--- config.mk ---
export PLATFORM = sky130hd
export DESIGN_NAME = wb_rr_arbiter
export DESIGN_NICKNAME = d
export VERILOG_FILES = /design/src/rtl/wb_rr_arbiter.sv
export SDC_FILE = /design/constraint.sdc
export NUM_CORES = 1
export LEC_CHECK = 0
export BUFFER_PORTS_ARGS = -buffer_cell sky130_fd_sc_hd__buf_2
export CORE_AREA = 4 4 141 143
export DETAILED_ROUTE_END_ITERATION = 8
export DIE_AREA = 0 0 145 147
export SYNTH_ARGS = -nofsm -noshare
export SYNTH_HDL_FRONTEND = slang
export SYNTH_SLANG_ARGS = --single-unit
--- constraint.sdc ---
create_clock -name wb_clk -period 2.58 [get_ports wb_clk]
set_input_delay 0.516 -clock wb_clk [delete_from_list [all_inputs] [get_ports wb_clk]]
set_output_delay 0.516 -clock wb_clk [all_outputs]
set_load 0.01 [all_outputs]
--- src/rtl/wb_rr_arbiter.sv ---
`timescale 1ns/1ps
// wb_rr_arbiter: round-robin Wishbone classic arbiter for NM masters
// (0 = CPU, 1 = AUX, 2 = SPI) sharing one slave bus. A watchdog ends a
// stalled bus cycle with a synthesized ack that carries ERR_DATA.
module wb_rr_arbiter #(
  parameter int          NM       = 3,
  parameter int          TIMEOUT  = 64,
  parameter logic [31:0] ERR_DATA = 32'hdeaddead
) (
  input  logic              wb_clk,
  input  logic              wb_rst_n,
  input  logic [NM-1:0]     m_cyc,
  input  logic [NM-1:0]     m_stb,
  input  logic [NM-1:0]     m_we,
  input  logic [4*NM-1:0]   m_sel,
  input  logic [32*NM-1:0]  m_adr,
  input  logic [32*NM-1:0]  m_dat,
  output logic [NM-1:0]     m_ack,
  output logic [31:0]       m_rdt,
  output logic              s_cyc,
  output logic              s_stb,
  output logic              s_we,
  output logic [3:0]        s_sel,
  output logic [31:0]       s_adr,
  output logic [31:0]       s_dat,
  input  logic              s_ack,
  input  logic [31:0]       s_rdt,
  output logic [NM-1:0]     busid,
  output logic              to_evt,
  output logic [7:0]        to_cnt
);

  localparam int IW = (NM > 1) ? $clog2(NM) : 1;

  localparam logic [1:0] ST_IDLE  = 2'd0;
  localparam logic [1:0] ST_GRANT = 2'd1;

  // Watchdog compares against the last count before expiry.
  localparam logic [7:0] WDT_LAST = 8'(TIMEOUT - 1);

  logic [1:0]    state;
  logic [IW-1:0] last;
  logic [7:0]    wdt;

  logic          win_found;
  logic [IW-1:0] win_idx;
  logic          wdt_fire;

  // Round-robin search: first requester after the last winner.
  always_comb begin
    // NOTE: every variable gets a default first so no path leaves it
    // unassigned, which would otherwise infer a latch.
    win_found = 1'b0;
    win_idx   = '0;
    for (int k = 1; k <= NM; k++) begin
      logic [IW-1:0] cand;
      cand = IW'((int'(last) + k) % NM);
      if (!win_found && m_cyc[cand]) begin
        win_found = 1'b1;
        win_idx   = cand;
      end
    end
  end

  // Bus routing: AND-OR mux driven by the one-hot grant; all zero when idle.
  always_comb begin
    s_cyc = 1'b0;
    s_stb = 1'b0;
    s_we  = 1'b0;
    s_sel = '0;
    s_adr = '0;
    s_dat = '0;
    for (int i = 0; i < NM; i++) begin
      if (busid[i]) begin
        s_cyc = m_cyc[i];
        s_stb = m_stb[i];
        s_we  = m_we[i];
        s_sel = m_sel[4*i +: 4];
        s_adr = m_adr[32*i +: 32];
        s_dat = m_dat[32*i +: 32];
      end
    end
  end

  // Watchdog expiry and the ack/read-data return path. A real ack in the
  // expiry cycle wins over the watchdog.
  always_comb begin
    wdt_fire = (state == ST_GRANT) && (wdt == WDT_LAST) && s_stb && !s_ack;
    m_ack    = busid & {NM{s_ack | wdt_fire}};
    m_rdt    = wdt_fire ? ERR_DATA : s_rdt;
  end

  // Grant FSM: one idle cycle between grants, grant held while cyc is high.
  always_ff @(posedge wb_clk) begin
    if (!wb_rst_n) begin
      // NOTE: sequential state uses non-blocking assignments so every
      // register samples pre-edge values, independent of statement order.
      state <= ST_IDLE;
      busid <= '0;
      last  <= IW'(NM - 1);
    end else begin
      case (state)
        ST_IDLE: begin
          if (win_found) begin
            busid <= NM'(1) << win_idx;
            last  <= win_idx;
            state <= ST_GRANT;
          end
        end
        ST_GRANT: begin
          if (!s_cyc) begin
            busid <= '0;
            state <= ST_IDLE;
          end
        end
        default: begin
          busid <= '0;
          state <= ST_IDLE;
        end
      endcase
    end
  end

  // Watchdog counter, termination pulse and saturating termination count.
  always_ff @(posedge wb_clk) begin
    if (!wb_rst_n) begin
      wdt    <= '0;
      to_evt <= 1'b0;
      to_cnt <= '0;
    end else begin
      to_evt <= wdt_fire;
      if ((state != ST_GRANT) || !s_stb || s_ack || wdt_fire) begin
        wdt <= '0;
      end else begin
        wdt <= wdt + 8'd1;
      end
      if (wdt_fire && (to_cnt != 8'hff)) begin
        to_cnt <= to_cnt + 8'd1;
      end
    end
  end

endmodule

==> summary by stage <==
Run status
The flow ran to the end, and the final reports show no timing, DRC or antenna violations.

Clock network
The TritonCTS clock tree is yes. Clock tree synthesis found a total of 23 sinks. For the worst-skew pair, the clock arrives at the later sink with an insertion delay of 0.25 ns. Clock-pin slew was measured on the worst setup and hold paths at 0.05 ns.

Clock tree synthesis selected as its root buffer the cell clkbuf_16. The clock buffer count from CTS is 3. No sink is reached through more buffers than the 2 on the longest clock path.

CTS built an H-tree with a depth of 1.

Logic synthesis
The register bit total from synthesis is 23. The fraction of the mapped netlist area in compound gates is 42.3%. After Yosys synthesis, XOR and XNOR cells account for 2.50% of the synthesized area. Summing every instance area after synthesis gives 0.00281 mm^2.

A synthesized cell averages 6.46 um^2. The cell taking the most area after synthesis is a22oi_1. When the netlist entered floorplanning its net count stood at 687. The area share of the leading cell type in the synthesized netlist is 19.0%. In the synthesized netlist, the number of instances is 434. Summing the areas of all fa, ha and maj instances in the mapped netlist gives 2.23% of the synthesized area. The number of warnings printed during yosys synthesis is 0. The share of synthesized registers carrying an async set or reset is 0%.

The synthesized design contains 0 enable-type register cells. The number of different library cells used by synthesis comes to 46. For this run, the leading register cell type out of synthesis is dfxtp_1. After synthesis, the cell types taking the most area are a22oi_1 19%, dfxtp_1 16%, o21ai_0 13%, nand2_1 11%, nand2b_1 6.0%. The post-synthesis sequential area ratio is 16.4%. The basic-gate share of the synthesized area counting and, or, nand and nor cells is 28.8%. Measured against the total synthesized area, the mux share comes to 1.07%.

The dominant combinational cell family by area after synthesis is compound AO/OA/AOI/OAI gates.

Power
Cell internal power was estimated by the tool at 1730 uW. The worst supply voltage drop on vdd is 0.600 mV. In this run switching power makes up 51.6% of total power.

The leakage dissipation is 0.00246 uW. The clock group share of total power is 9.2%. The share of power burned in combinational logic is 77.7%. The sequential share of power is 13.1%. Dividing total power by cell area gives a power density of 723 mW/mm^2. In this run the power spent charging and discharging nets is 1850 uW.

Routing
The aggregate routed wire length is 13600 um. After detailed routing, the average wire length per cell comes to 13.5 um. The post-route DRC violation count is 0. The routed via count divided by cell count is 4.38. The total vias in the final route is 4399. The DRC violation total after the first TritonRoute iteration is 245.

The number of search-and-repair iterations in the first detailed-routing pass is 5. The count of nets left with antenna violations once routing finished came out at 0.

Floorplanning
The core region is 0.0186 mm^2. The standard-cell row count is 50. The floorplan step defined a die boundary enclosing 0.0213 mm^2. During I/O placement, the number of pins put on the boundary was 366.

The die is 147 um tall. The horizontal extent of the die is 145 um. The starting density of the core is 15.1%.

STA
After layout, the worst setup slack is 0.150 ns. The worst max-slew margin expressed relative to the limit is 59.9%. At the pin with the least slew margin, the transition time is 0.602 ns. The worst path uses 94.2% of the clock period. The clock tree skew after final layout is 0.00376 ns. Derived from the worst setup path, the maximum achievable clock frequency is 411 MHz.

The number of max-slew violations in the final report was 0. The shortest period the worst path allows is 2.43 ns. The final hold violation count is 0.

Final hold analysis gives a worst-case slack of 0.460 ns. Setup repair after global routing left no endpoint under its margin. The final count of negative-setup-slack endpoints is 0. Summed over all failing endpoints, the final setup total negative slack is 0 ns.

Setup path
The critical register-to-register path startpoint is last[0]. The kind of start point of the critical path is a register. The critical path buffer and inverter count is 2. The start point of the critical path is wdt[0]. The critical setup path kind is reg -> out. For this run, the slowest stage of the critical path takes 0.37 ns. The critical path goes through ha_1 > nand3_1 > nor2_2 > nand4_1 > buf_6 > and2_1 > buf_2. The worst register-to-register path has a setup slack of 0.46 ns.

The capturing element type of the critical path is an output pin. Among all stages on the critical path, the largest delay is contributed by dfxtp_1. The required time reported for the critical path endpoint is 2.06 ns. Data on the critical path arrives at its endpoint at 1.91 ns.

The largest fanout of any net on the critical path is 37. The cell family contributing the most delay on the critical path is simple AND/OR/NAND/NOR gates.

Global routing
Entering global routing, the biggest net connects 76 pins. The total overflow left after global routing is 0. The combined global-route utilization of all metal layers is 11.4%. The number of global-route vias before repair is 4027.

The initial antenna violation count is 0. The wire length of the first global-routing pass is 20800 um.

Placed design
The HPWL after detailed placement is 11200 um. The count of buffers added on input and output ports is 365. The worst setup timing slack at the placement stage is 0.268 ns. The final estimated routing congestion in global placement is 0.877.

Worst hold path
The startpoint of the tightest hold check path is wdt[0]. The classification of the worst-slack hold path is reg -> reg.

Final layout
The diode insertion count for antenna repair is 0. The layout has 2048 filler cells. Of the cells placed in the final design, the portion with a size suffix greater than 1 is 50.8%.

The area overhead of the layout relative to synthesis is 76.3%. The count of nets after finishing is 1025.

Flow run
The max-capacitance violation count is 0.
path summary, 6_finish.rpt:
kind                to  cells after the start
max          m_rdt[29]                      7
min             wdt[0]                      1
max reg2reg    last[1]                      6
min reg2reg     wdt[0]                      1
power groups by stage:
stage | clock, uW | combinational (uW) | sequential [uW]
2_1_floorplan | 0 | 1680 | 434
3_3_place_gp | 0 | 2770 | 473
3_5_place_dp | 0 | 2770 | 476
4_1_cts | 339 | 2780 | 468
5_1_grt | 361 | 3090 | 477
6_report | 329 | 2780 | 468
per-layer routing:
metal | wire length (um) | global-route usage [%] | vias to the layer above
met5 | 0 | 0 | -
met4 | 128 | 2.09 | 0
met3 | 1100 | 1.70 | 10
met2 | 6510 | 19.2 | 211
met1 | 5850 | 15.6 | 1931
li1 | - | - | 2247
sequential cells by signal, indices dropped and copies added (netlist names):
| register | count |
|---|---|
| wdt | 8 |
| state | 1 |
| last | 2 |
| busid | 3 |
| to_evt | 1 |
| to_cnt | 8 |
Yosys cell counts (all sizes together) (2+ instances only):
| library cell | instances |
|---|---|
| a21oi | 9 |
| a22oi | 71 |
| a31oi | 2 |
| a41oi | 2 |
| and2 | 10 |
| and3 | 3 |
| clkbuf | 39 |
| dfxtp | 23 |
| ha | 5 |
| inv | 7 |
| mux2i | 3 |
| nand2 | 86 |
| nand2b | 27 |
| nand3 | 8 |
| nand4 | 2 |
| nor2 | 18 |
| nor2b | 5 |
| o2111ai | 2 |
| o211ai | 3 |
| o21a | 2 |
| o21ai | 73 |
| o21bai | 2 |
| o221a | 3 |
| o22ai | 2 |
| o311a | 2 |
| o31ai | 2 |
| or4 | 3 |
| xnor2 | 4 |
| xor2 | 4 |
logic make-up (layout without fill, tap and decap cells):
group                      after synthesis  after routing
AOI/OAI and AO/OA                      179            179
and+or+nand+nor                        169            169
buffers and inverters                   47            384
DFF                                     23             23
xor gates and xnor gates                 8              8
adders and majority gates                5              5
muxes                                    3              3
timing repair:
| item | 4_1_cts | 5_1_grt |
|---|---|---|
| endpoints found under the hold margin | 0 | 0 |
| setup buffers | 0 | 1 |
| hold buffers | 0 | 0 |
| setup endpoints to repair | 0 | 10 |
| resized for setup | 0 | 2 |
metrics by stage:
stage	util [%]	std cells	total power, uW	cell area (um^2)
after global routing	26.6	1005	3920	4950
after floorplan	-	434	2120	2810
after detailed placement	26.1	1000	3250	4850
after global placement	26.1	1000	3240	4850
final	26.6	1005	3580	4950
after CTS	26.5	1004	3590	4930
area by class of cell:
type	instances	area, um^2	area share [%]
multi-input combinational	364	2170	43.8
timing repair buffer	373	1920	38.7
sequential	23	465	9.41
tap	234	293	5.92
clock buffer	4	78.8	1.59
inverter	7	26.3	0.531
placed cells by master (no fill, tap or decap), types with 4 or more instances in the layout:
cell      count
nor2_1       17
ha_1          5
xor2_1        4
a21oi_1       8
buf_4         5
and2_1       10
buf_2       365
nand2_1      85
o21ai_0      73
nand2b_1     27
a22oi_1      71
dfxtp_1      21
nor2b_1       4
inv_1         7
xnor2_1       4
nand3_1       8
Note: power is estimated with default switching activity, not from simulation.
